==> config.mk <==
export PLATFORM = sky130hd
export DESIGN_NAME = fetch_sequencer
export DESIGN_NICKNAME = d
export VERILOG_FILES = /design/src/rtl/fetch_sequencer.sv
export SDC_FILE = /design/constraint.sdc
export NUM_CORES = 1
export LEC_CHECK = 0
export CAP_MARGIN = 20
export CORE_UTILIZATION = 35
export CTS_CLUSTER_DIAMETER = 40
export DETAILED_ROUTE_END_ITERATION = 16
export SYNTH_ARGS = -nofsm -noshare
export SYNTH_HDL_FRONTEND = slang
export SYNTH_SLANG_ARGS = --single-unit
==> constraint.sdc <==
create_clock -name clk -period 3.51 [get_ports clk]
set_input_delay 0.5265 -clock clk [delete_from_list [all_inputs] [get_ports clk]]
set_output_delay 0.5265 -clock clk [all_outputs]
set_load 0.03 [all_outputs]
==> src/rtl/fetch_sequencer.sv <==
// Instruction fetch sequencer: walks the PC, reads instruction memory over req/ack
// and hands each instruction to decode over valid/ready, honouring redirects.
module fetch_sequencer #(
   parameter int unsigned       ADDR_W     = 32,
   parameter int unsigned       INSTR_W    = 32,
   parameter logic [ADDR_W-1:0] RESET_PC   = '0,
   parameter logic [ADDR_W-1:0] PROG_BYTES = ADDR_W'(1024)
) (
   input  logic               clk,
   input  logic               reset,
   output logic               imem_req,
   output logic [ADDR_W-1:0]  imem_addr,
   input  logic               imem_ack,
   input  logic [INSTR_W-1:0] imem_rdata,
   input  logic               redirect_valid,
   input  logic [ADDR_W-1:0]  redirect_pc,
   output logic               out_valid,
   input  logic               out_ready,
   output logic [INSTR_W-1:0] out_instr,
   output logic [ADDR_W-1:0]  out_pc,
   output logic [ADDR_W-1:0]  pc,
   output logic               fetch_complete
);

   typedef enum logic [2:0] {IDLE, REQ, DRAIN, HOLD, DONE} state_t;

   state_t             state, state_d;
   logic [ADDR_W-1:0]  pc_q, pc_d;
   logic [ADDR_W-1:0]  addr_q, addr_d;
   logic [ADDR_W-1:0]  opc_q, opc_d;
   logic [INSTR_W-1:0] instr_q, instr_d;
   logic [ADDR_W-1:0]  redir_pc;
   logic [ADDR_W-1:0]  pc_inc;

   assign redir_pc = {redirect_pc[ADDR_W-1:2], 2'b00};
   assign pc_inc   = pc_q + ADDR_W'(4);

   always_ff @(posedge clk) begin
      if (!reset) begin
         state   <= IDLE;
         pc_q    <= RESET_PC;
         addr_q  <= '0;
         opc_q   <= '0;
         instr_q <= '0;
      end else begin
         state   <= state_d;
         pc_q    <= pc_d;
         addr_q  <= addr_d;
         opc_q   <= opc_d;
         instr_q <= instr_d;
      end
   end

   // addr_q is only reloaded on entry to REQ, so DRAIN keeps presenting the
   // address of the outstanding read even after pc has been redirected.
   always_comb begin
      state_d = state;
      pc_d    = pc_q;
      addr_d  = addr_q;
      opc_d   = opc_q;
      instr_d = instr_q;
      case (state)
         IDLE: begin
            addr_d  = pc_q;
            state_d = (pc_q < PROG_BYTES) ? REQ : DONE;
         end
         REQ: begin
            if (redirect_valid) begin
               pc_d = redir_pc;
               if (imem_ack) begin
                  addr_d  = redir_pc;
                  state_d = REQ;
               end else begin
                  state_d = DRAIN;
               end
            end else if (imem_ack) begin
               if (imem_rdata == '0) begin
                  state_d = DONE;
               end else begin
                  instr_d = imem_rdata;
                  opc_d   = pc_q;
                  pc_d    = pc_inc;
                  state_d = HOLD;
               end
            end
         end
         DRAIN: begin
            if (redirect_valid) pc_d = redir_pc;
            if (imem_ack) begin
               addr_d  = redirect_valid ? redir_pc : pc_q;
               state_d = REQ;
            end
         end
         HOLD: begin
            if (redirect_valid) begin
               pc_d    = redir_pc;
               addr_d  = redir_pc;
               state_d = (redir_pc < PROG_BYTES) ? REQ : DONE;
            end else if (out_ready) begin
               addr_d  = pc_q;
               state_d = (pc_q < PROG_BYTES) ? REQ : DONE;
            end
         end
         DONE: state_d = DONE;
         default: state_d = IDLE;
      endcase
   end

   assign imem_req       = (state == REQ) || (state == DRAIN);
   assign imem_addr      = addr_q;
   assign out_valid      = (state == HOLD);
   assign out_instr      = instr_q;
   assign out_pc         = opc_q;
   assign pc             = pc_q;
   assign fetch_complete = (state == DONE);

endmodule

==> out/results.ini, run 1 <==
[grt]
grt_use_met1 = 0.3181
antenna_found_initial = 0
use_met2 = 0.3573
grt_pass1_wl_um = 32600
grtUsageTotal = 0.2328
grt_max_degree = 65
grt_use_met3 = 0.06061
overflow = 0
grt_pass1_vias = 5674
busiest_layer = met2

[power]
leakagePower_nw = 3.017
power_mw = 5.664
p_per_area_nw_per_um2 = 632.6
vdd_drop_max_mv = 0.4039

[timing]
rsz0062_at_grt = no
skew_ns = 0.006956
hold_violations = 0
drv_slew = 0
relSlewSlack = 0.4669
fmax_mhz = 361.7
finalSetupViolCount = 0
worst_pin_slew_ns = 0.7978
fin_crit_ns = 2.765
timing.final.crit_share = 0.7878
finalSetupTns_ns = 0

[final_layout]
mostFrequentLayoutCell = clkdlybuf4s50_1
antenna_cells = 0
final_cells = 1208
layout-area-overhead-vs-synth_pct = 43.84
multi_input_area_um2 = 3276
drive_gt1_frac = 0.06612
n_fill_cell = 1718
final_cell_area_um2 = 8954
nets = 1041
seq_area_um2 = 2623
most-common-layout-cells = clkdlybuf4s50_1, nand2_1, dfxtp_1

[detailed_routing]
routed_via_density = 5.325
drtIter0Drc = 558
drtPass1Iterations = 8
wire_per_inst_um = 17.53
drc_errors = 0
drt-total-wl_um = 21180
vias = 6433
ant_nets = 0

[logic_synthesis]
synth_area_leaders = dfxtp_1, nand2_1, a21oi_1
synthCells = 805
ys.warnings.count = 0
synth_top_area_cell = dfxtp_1
syn_avg_cell_area_um2 = 7.733
synth-seq-cells = 131
synth_cell_types = 53
synth_top_area_frac = 0.4213
synth_top_flop_cell = dfxtp_1
syn-cell-area_um2 = 6225
synth_edf_count = 0
async_flop_share = 0
synth-seq-area-share = 0.4213
syn_nets = 875

[clocking]
path_clk_slew_ns = 0.06
cts_tree = built
clk_latency_ns = 0.42
numCtsBuffers = 17
ctsResizeCount = 0
cts-root-buf = clkbuf_16
cts_hold_buffers = 0
cts_setup_buffers = 0
cts_buffer_depth = 2
cts_sinks = 131
cts_max_level = 4

[placed_design]
place_area_um2 = 8369
dpl.cell_count = 1177
place_congestion = 0.8644
dp.final_hpwl_um = 14730
io_buffers = 197

[floorplan]
start_util = 0.3586
core_um2 = 17360
die_h_um = 135.4
design.portCount = 200
die_area_um2 = 18320
num_rows = 48
fp.dieW_um = 135.4

[setup_path]
cp_slowest_cell = clkdlybuf4s50_1
startpoint_type = flip-flop
crit_chain = nor2b_1 > buf_4 > and2_1 > clkdlybuf4s50_1
crit_family = buffers and inverters
path_buf_inv = 2
end_kind = primary output
critical_path.startpoint = state[1]
slowest_delay_ns = 0.67
cp_max_fo = 16
crit_required_ns = 2.98
timing.rr.start = state[1]
worstPathArrival_ns = 2.24
path_class = reg2out

[worst_hold_path]
min-delay-start = out_pc[17]
min_path_type = reg2reg

[run]
cap_violations = 0

[run_status]
status = finished clean

registers in the layout, summed over array words and instances (netlist names):
name / flops
out_pc: 32
imem_addr: 32
out_instr: 32
state: 3
pc: 32
cell families (layout without fill, tap and decap cells):
group	count (synthesis)	in the layout	synth area share
adders and majority gates	1	1	0.002010
muxes	31	31	0.04985
buffers and inverters	76	254	0.05548
AOI/OAI and AO/OA	216	216	0.2189
DFF	131	131	0.4213
and+or+nand+nor	350	350	0.2525
cells in the mapped netlist (all sizes together), types with 10 or more instances:
cell and number:
nor2 56, nor4 21, clkbuf 44, o21ai 24, nand3 23, o31ai 14, a211oi 32, and3 16
mux2i 31, nor3 10, buf 29, a21oi 96, nand2 187, dfxtp 131
metal layers:
| metal | vias to the layer above | share of wire |
|---|---|---|
| li1 | 3186 | - |
| met1 | 2981 | 0.45 |
| met2 | 239 | 0.45 |
| met3 | 27 | 0.077 |
| met4 | 0 | 0.014 |
| met5 | - | 0 |
path summary, 6_finish.rpt:
path                            cells past startpoint          to  slack (ns)
worst max register to register                      6       pc[4]        1.10
worst min-delay path                                2  out_pc[17]        0.45
worst min register to register                      2  out_pc[17]        0.45
worst max-delay path                                4   out_valid        0.74
final cells by class:
cell class                 count  share of cell area
timing repair buffer         220              0.2432
multi-input combinational    598              0.3658
sequential                   131              0.2929
clock inverter                10             0.01495
tap                          225             0.03144
clock buffer                  21             0.05031
inverter                       3            0.001397
power by group:
group          internal (mW)  switching [mW]  total (mW)  leakage (nW)
clock                   1.13           0.668        1.79         0.283
combinational          0.790            1.17        1.96          1.67
sequential              1.70           0.219        1.91          1.06
worst reg2reg max path, stage by stage (launching register included):
cell and delay [ns]:
dfxtp_1 0.54, nand2b_1 0.31, nor3_1 0.15, nor3_1 0.44
a31o_4 0.43, o21ai_0 0.17, a32o_1 0.28
per-stage QoR:
stage / util / worst slack [ns] / hold WS, ns
2_1_floorplan: - / 1.213 / 0.5807
3_3_place_gp: 0.4822 / 0.3588 / 0.4412
3_5_place_dp: 0.4822 / 0.3694 / 0.4465
4_1_cts: 0.5159 / 0.7258 / 0.4543
5_1_grt: 0.5159 / 0.6700 / 0.4734
6_report: 0.5159 / 0.7449 / 0.4512
(Power assumes the default switching activity.)
==> run 2, diff against run 1 <==
==> constraint.sdc (replaced) <==
create_clock -name clk -period 2.9 [get_ports clk]
set_input_delay 0.435 -clock clk [delete_from_list [all_inputs] [get_ports clk]]
set_output_delay 0.435 -clock clk [all_outputs]
set_load 0.03 [all_outputs]
==> run 2 against run 1 <==
Against the previous run: routed wire length increased by 1.2%; non-clock buffer count rose by 14; global-route usage up 0.32 points; power rose by 23%.
==> out/results.ini, run 2 (synthesis gave the netlist of run 1 again) <==
[timing]
drv_slew = 0
fmax_mhz = 401.5
setup_ws_ns = 0.4090
hold_violations = 0
rsz0062_at_grt = no
timing.final.crit_share = 0.8590
skew_ns = 0.01236
finalSetupViolCount = 0
worst_pin_slew_ns = 0.6125
relSlewSlack = 0.5911
fin_crit_ns = 2.491

[grt]
antenna_found_initial = 0
grtUsageTotal = 0.2360
grt_pass1_vias = 5874
grt_max_degree = 65
overflow = 0
grt_pass1_wl_um = 33150

[setup_path]
rr_worst_depth = 6
startpoint_type = flip-flop
reg2reg_slack_ns = 0.66
worstReg2RegEnd = pc[31]
cp_max_fo = 16
end_kind = primary output
crit_required_ns = 2.47
path_class = reg2out
timing.rr.start = pc[12]
worstPathArrival_ns = 2.06

[clocking]
numCtsBuffers = 17
cts_max_level = 4
cts_sinks = 131
clk_latency_ns = 0.43
path_clk_slew_ns = 0.06
cts_hold_buffers = 0
cts_tree = built
cts_setup_buffers = 0
cts_buffer_depth = 2
ctsResizeCount = 0
cts-root-buf = clkbuf_16

[final_layout]
n_fill_cell = 1712
nets = 1055
final_cells = 1221
drive_gt1_frac = 0.07731
most-common-layout-cells = clkdlybuf4s50_1, nand2_1, dfxtp_1
layout-area-overhead-vs-synth_pct = 46.43
antenna_cells = 0
mostFrequentLayoutCell = clkdlybuf4s50_1

[detailed_routing]
routed_via_density = 5.355
drc_errors = 0
wire_per_inst_um = 17.56
drtPass1Iterations = 5
vias = 6538
ant_nets = 0
drt-total-wl_um = 21440
drtIter0Drc = 622

[power]
vdd_drop_max_mv = 0.4540
leakagePower_nw = 3.101
p_per_area_nw_per_um2 = 765.2

[run]
cap_violations = 0

[worst_hold_path]
min_path_type = reg2reg
min_to = out_instr[2]
whs_path_depth = 2
min-delay-start = out_instr[2]

[floorplan]
core_um2 = 17360
num_rows = 48
die_h_um = 135.4
fp.dieW_um = 135.4
start_util = 0.3586
die_area_um2 = 18320
design.portCount = 200

[placed_design]
io_buffers = 197
dp.final_hpwl_um = 15210
dp_slack_ns = -0.006346
place_congestion = 0.8721
dpl.cell_count = 1191

[run_status]
status = finished clean

## run 2: changes by cell type in the layout (fill, tap and decap cells not counted)
cell        previous run  this run
buf_12                 3         7
buf_4                 20        30
bufinv_16              3         2
clkbuf_1               3         4
clkbuf_8               1         6
clkinv_2               5         1
clkinv_4               1         0
clkinvlp_4             2         1
## run 2: worst max path at each step
stage                       to           start  cells after the start  slack, ns
global placement        pc[26]  imem_rdata[23]                      9       0.02
detailed placement  out_pc[12]  imem_rdata[23]                      9     -0.006
global route          imem_req        state[0]                      3       0.23
floorplan               pc[29]  imem_rdata[16]                      8       0.69
finish               out_valid        state[2]                      3       0.41
CTS                   imem_req        state[0]                      3       0.38
## run 2: stage by stage
stage | setup TNS, ns | hold WS (ns) | cell area [um^2] | power (mW) | util
floorplan | 0 | 0.5710 | 6225 | 3.754 | -
global placement | 0 | 0.4413 | 8524 | 4.817 | 0.4911
detailed placement | -0.006346 | 0.4463 | 8524 | 4.828 | 0.4911
CTS | 0 | 0.4539 | 9115 | 7.020 | 0.5252
global route | 0 | 0.4708 | 9115 | 7.296 | 0.5252
finish | 0 | 0.4507 | 9115 | 6.975 | 0.5252
## run 2: where the power goes
group	total, mW	internal (mW)	switching, mW
logic	2.48	1.04	1.44
clock network	2.18	1.40	0.785
registers	2.31	2.05	0.257
## run 2: metal layers
metal,global-route usage,part of all wire,vias to the layer above
li1,-,-,3219
met5,0,0,-
met1,0.3251,0.45,3047
met3,0.05574,0.072,22
met4,0.07241,0.016,0
met2,0.3627,0.46,250
## run 2: layout make-up
cell class	instances	area, um^2	area share
Sequential cell	131	2623	0.2877
Multi-Input combinational cell	598	3276	0.3594
Clock buffer	27	523.0	0.05738
Tap cell	225	281.5	0.03089
Timing Repair Buffer	234	2332	0.2559
Inverter	3	12.51	0.001373
Clock inverter	3	67.56	0.007412
## run 2: worst max-delay path, cell delays in order, from the launching register on
cell	delay, ns
dfxtp_1	0.71
nor2b_1	0.13
and2_1	0.21
clkdlybuf4s50_1	0.59
==> run 3, diff against run 2 <==
--- a/config.mk
+++ b/config.mk
@@ -9,6 +9,7 @@
 export CORE_UTILIZATION = 35
 export CTS_CLUSTER_DIAMETER = 40
 export DETAILED_ROUTE_END_ITERATION = 16
+export SLEW_MARGIN = 20
 export SYNTH_ARGS = -nofsm -noshare
 export SYNTH_HDL_FRONTEND = slang
 export SYNTH_SLANG_ARGS = --single-unit
==> results of run 3 <==
No change in the layout: final DEF, timing and power equal those of run 2.
